<file path="config.mk">
export PLATFORM = sky130hd
export DESIGN_NAME = rf_wb_arbiter
export DESIGN_NICKNAME = d
export VERILOG_FILES = /design/src/rtl/rf_wb_arbiter.sv
export SDC_FILE = /design/constraint.sdc
export NUM_CORES = 1
export LEC_CHECK = 0
export BUFFER_PORTS_ARGS = -buffer_cell sky130_fd_sc_hd__clkbuf_2
export CORE_ASPECT_RATIO = 1.25
export CORE_MARGIN = 5
export CORE_UTILIZATION = 30
export CTS_CLUSTER_DIAMETER = 100
export DETAILED_ROUTE_END_ITERATION = 10
export PLACE_DENSITY = 0.65
export SLEW_MARGIN = 5
export SYNTH_ARGS = -nofsm -noshare
export SYNTH_HDL_FRONTEND = slang
export SYNTH_SLANG_ARGS = --single-unit
</file>
<file path="constraint.sdc">
create_clock -name clk -period 6.3 [get_ports clk]
set_input_delay 0.315 -clock clk [delete_from_list [all_inputs] [get_ports clk]]
set_output_delay 0.315 -clock clk [all_outputs]
set_load 0.01 [all_outputs]
</file>
<file path="src/rtl/rf_wb_arbiter.sv">
// Round-robin arbiter that merges several writeback requesters onto the single register-file write port.
// Optional read-port bypass of the in-flight write is enabled by defining RF_WB_FWD_EN.
module rf_wb_arbiter #(
   parameter int NREQ = 3,
   parameter int AW   = 5,
   parameter int DW   = 32
) (
   input  logic                 clk,
   input  logic                 rst_n,
   input  logic                 hold,
   input  logic [NREQ-1:0]      req_valid,
   input  logic [NREQ*AW-1:0]   req_addr,
   input  logic [NREQ*DW-1:0]   req_data,
   output logic [NREQ-1:0]      req_ready,
   output logic                 rf_we,
   output logic [AW-1:0]        rf_wa3,
   output logic [DW-1:0]        rf_wd
`ifdef RF_WB_FWD_EN
   ,
   input  logic [AW-1:0]        ra1,
   input  logic [AW-1:0]        ra2,
   input  logic [DW-1:0]        rf_rd1,
   input  logic [DW-1:0]        rf_rd2,
   output logic [DW-1:0]        rd1,
   output logic [DW-1:0]        rd2
`endif
);

   localparam int PW = (NREQ > 1) ? $clog2(NREQ) : 1;

   logic [PW-1:0] ptr_q, ptr_d;
   logic [PW-1:0] grant_idx;
   logic          found;
   logic          hs;
   logic          rf_we_q, rf_we_d;
   logic [AW-1:0] rf_wa3_q, rf_wa3_d;
   logic [DW-1:0] rf_wd_q, rf_wd_d;
   logic [AW-1:0] sel_addr;
   logic [DW-1:0] sel_data;

   logic [AW-1:0] addr_arr [NREQ];
   logic [DW-1:0] data_arr [NREQ];

   generate
      for (genvar gi = 0; gi < NREQ; gi++) begin : g_unpack
         assign addr_arr[gi] = req_addr[gi*AW +: AW];
         assign data_arr[gi] = req_data[gi*DW +: DW];
      end
   endgenerate

   // Scan requesters starting at ptr; one extra bit keeps ptr+k from overflowing before the wrap.
   always_comb begin
      logic [PW:0] sum;
      logic [PW-1:0] idx;
      found     = 1'b0;
      grant_idx = '0;
      sum       = '0;
      idx       = '0;
      for (int k = 0; k < NREQ; k++) begin
         sum = {1'b0, ptr_q} + (PW+1)'(k);
         if (sum >= (PW+1)'(NREQ)) begin
            sum = sum - (PW+1)'(NREQ);
         end
         idx = sum[PW-1:0];
         if (!found && req_valid[idx]) begin
            found     = 1'b1;
            grant_idx = idx;
         end
      end
   end

   always_comb begin
      req_ready = '0;
      hs        = found && !hold && rst_n;
      if (hs) begin
         req_ready[grant_idx] = 1'b1;
      end
   end

   assign sel_addr = addr_arr[grant_idx];
   assign sel_data = data_arr[grant_idx];

   // Writes to register 0 are consumed but never reach the register file.
   always_comb begin
      ptr_d    = ptr_q;
      rf_we_d  = 1'b0;
      rf_wa3_d = rf_wa3_q;
      rf_wd_d  = rf_wd_q;
      if (hs) begin
         ptr_d = (grant_idx == PW'(NREQ-1)) ? '0 : grant_idx + PW'(1);
         if (sel_addr != '0) begin
            rf_we_d  = 1'b1;
            rf_wa3_d = sel_addr;
            rf_wd_d  = sel_data;
         end
      end
   end

   always_ff @(posedge clk or negedge rst_n) begin
      if (!rst_n) begin
         ptr_q    <= '0;
         rf_we_q  <= 1'b0;
         rf_wa3_q <= '0;
         rf_wd_q  <= '0;
      end else begin
         ptr_q    <= ptr_d;
         rf_we_q  <= rf_we_d;
         rf_wa3_q <= rf_wa3_d;
         rf_wd_q  <= rf_wd_d;
      end
   end

   assign rf_we  = rf_we_q;
   assign rf_wa3 = rf_wa3_q;
   assign rf_wd  = rf_wd_q;

`ifdef RF_WB_FWD_EN
   assign rd1 = (ra1 != '0 && rf_we_q && rf_wa3_q == ra1) ? rf_wd_q : rf_rd1;
   assign rd2 = (ra2 != '0 && rf_we_q && rf_wa3_q == ra2) ? rf_wd_q : rf_rd2;
`endif

endmodule

</file>
==> results_dict.tcl <==
set metrics [dict create \
    root_buffer "clkbuf_8" \
    synthFlopType "dfrtp_1" \
    place_hpwl_um 6030 \
    yosys-top-cells-area "dfrtp_1 (39%), mux2_1 (11%), nand2_1 (10%)" \
    grt_pass1_vias 2737 \
    cts_buffers 5 \
    hold_viol 0 \
    crit_type "reg2reg" \
    rows 38 \
    syn_nets 425 \
    antenna_found_initial 0 \
    clock_sinks 40 \
    r2r_end "rf_wd[1]" \
    cts.clk_slew.worst_paths_ns 0.07 \
    crit_start "ptr_q[1]" \
    ys_seq_area_share_pct 38.5 \
    start_kind "flip-flop" \
    final-setup-viol-count 0 \
    setup_tns_ns 0 \
    synthCells 304 \
    fin_crit_ns 4.08 \
    maxSlewViolCount 0 \
    clk_latency_ns 0.28 \
    core_area_um2 8560 \
    grt_use_total_pct 14.2 \
    start_util_pct 30.4 \
    grt_overflow_total 0 \
    regArea_um2 1000 \
    die_h_um 114 \
    rsz0062_at_grt "no" \
    clkPwrFrac_pct 9.4 \
    tightest_slew_ns 1.11 \
    cts_buffer_depth 2 \
    ir_drop_mv 0.151 \
    cp_max_fo 38 \
    dr.pass1.iters 4 \
    synth-edff-count 0 \
    skew_ns 0.00310 \
    drt-total-wl_um 7630 \
    leakage_uw 0.00184 \
    multiInputGateArea_um2 1460 \
    drc 0 \
    ios 158 \
    yosysWarnings 0 \
    p_per_area_nw_per_um2 516 \
    endpoint_kind "flip-flop" \
    nets 571 \
    wl_per_cell_um 13.8 \
    die_w_um 93.2 \
    synth_area_um2 2600 \
    ys_types 38 \
    gp_congestion 0.869 \
    relSlewSlack_pct 25.7 \
    grt_max_degree 43 \
    avgSynthCellArea_um2 8.54 \
    antenna_cells 0 \
    area_growth_pct 35.3 \
    drive_gt1_share_pct 39.7 \
    switching_share_pct 45.9 \
    worst_slack_ns 2.22 \
    post_cts_buffers 0 \
    maxCapViolCount 0 \
    cts_resized 0 \
    via_count 2733 \
    async_flop_share_pct 100 \
    yosysTopAreaCellShare_pct 38.5 \
    p_int_uw 981 \
    r2r_cells 10 \
    synth_largest_area_cell "dfrtp_1" \
    cts_hold_repair.buffers 0 \
    r2r-start "ptr_q[1]" \
    ys_seq_elements 40 \
    ant_nets 0 \
    pwr-share-comb_pct 64.8 \
    ff2ff_setup_slack_ns 2.22 \
    grt_pass1_wl_um 12300 \
    fmax_mhz 245 \
    viasPerCell 4.96 \
    status "completed" \
    period_share_pct 64.8 \
    p_sw_uw 834 \
    dpl_worst_slack_ns 2.19 \
    fill_cells 903 \
    htree_num_levels 2 \
    worstPathRequired_ns 6.47 \
    power_frac_seq_pct 25.8 \
    hold_path_class "in2async" \
    cts_tree "yes" \
    numPortBuffers 157 \
    die-area_um2 10600 \
    critPathArrivalTime_ns 4.25 \
    first_iter_violations 68 \
    crit_path_end "rf_wd[1]" \
]
-- flip-flops by register name, indices dropped and copies added, names as in the netlist --
name / cells
rf_wd: 32
rf_we: 1
ptr_q: 2
rf_wa3: 5
-- final cells by class --
class	instances	area share (%)
Multi-Input combinational cell	237	41.7
Inverter	5	0.534
Clock buffer	8	2.56
Sequential cell	40	28.5
Timing Repair Buffer	161	23.2
Tap cell	100	3.56
-- power groups by stage --
stage               logic [uW]  clock network, uW  registers (uW)
finish                    1180                170             468
global route              1320                192             486
detailed placement        1200                  0             471
global placement          1160                  0             471
CTS                       1200                179             469
floorplan                  815                  0             520
-- critical path: stages (launching register included) --
cell and delay, ns:
dfrtp_1 0.41, inv_1 0.09, ha_1 0.33, mux2i_1 0.31, nor2_2 0.09, nor2_1 0.13, o31a_2 0.62, buf_4 0.46
a311oi_2 0.21, a21oi_4 0.89, mux2_2 0.42
-- worst min-delay path by stage --
stage,slack (ns),cells past startpoint,from,endpoint
finish,0.09,2,rst_n,rf_wd[31]
global route,0.13,2,rst_n,rf_wd[31]
CTS,0.10,2,rst_n,rf_wd[31]
detailed placement,0.41,2,rst_n,rf_wd[31]
global placement,0.40,2,rst_n,rf_wd[31]
floorplan,0.02,0,rst_n,ptr_q[0]
-- layout by cell type (no fill, tap or decap), types with 5 or more instances in the layout --
cell type and n:
a31oi_1 32, nand2_1 72, clkbuf_8 6, dfrtp_1 40, mux2_1 25, mux2_2 7, clkbuf_2 157, nor2_1 43
nor3_1 5, o22ai_1 5, mux2i_1 7, inv_1 5
-- layer usage --
layer,GRT usage [%],part of all wire (%)
met5,0,0
met2,25.2,52
met1,16.8,39
met4,3.81,0.83
met3,3.83,8.4
-- per-stage QoR --
stage / std cells / power (uW) / cell area [um^2] / utilization (%) / hold slack, ns
floorplan: 304 / 1340 / 2600 / - / 0.0194
global placement: 543 / 1630 / 3420 / 40.0 / 0.404
detailed placement: 543 / 1670 / 3420 / 40.0 / 0.413
CTS: 551 / 1850 / 3510 / 41.1 / 0.102
global route: 551 / 2000 / 3510 / 41.1 / 0.135
finish: 551 / 1810 / 3510 / 41.1 / 0.0865
-- Yosys cell counts, types with 4 or more instances --
library cell  instances
a221oi_1              4
a31oi_1              32
buf_2                 5
clkbuf_1             13
dfrtp_1              40
ha_1                  4
inv_1                 5
mux2_1               25
mux2_2                7
mux2i_1               7
nand2_1              72
nor2_1               43
nor3_1                5
o22ai_1               5
o2bb2ai_1             4
-- cells by family (layout without fill, tap and decap cells) --
family | Yosys count | count (layout) | share of synthesized area (%)
and+or+nand+nor | 132 | 132 | 20.9
AOI/OAI and AO/OA | 62 | 62 | 17.0
DFF | 40 | 40 | 38.5
muxes | 39 | 39 | 16.6
buffers and inverters | 27 | 174 | 5.15
adders and majority gates | 4 | 4 | 1.93
(Power assumes the default switching activity.)
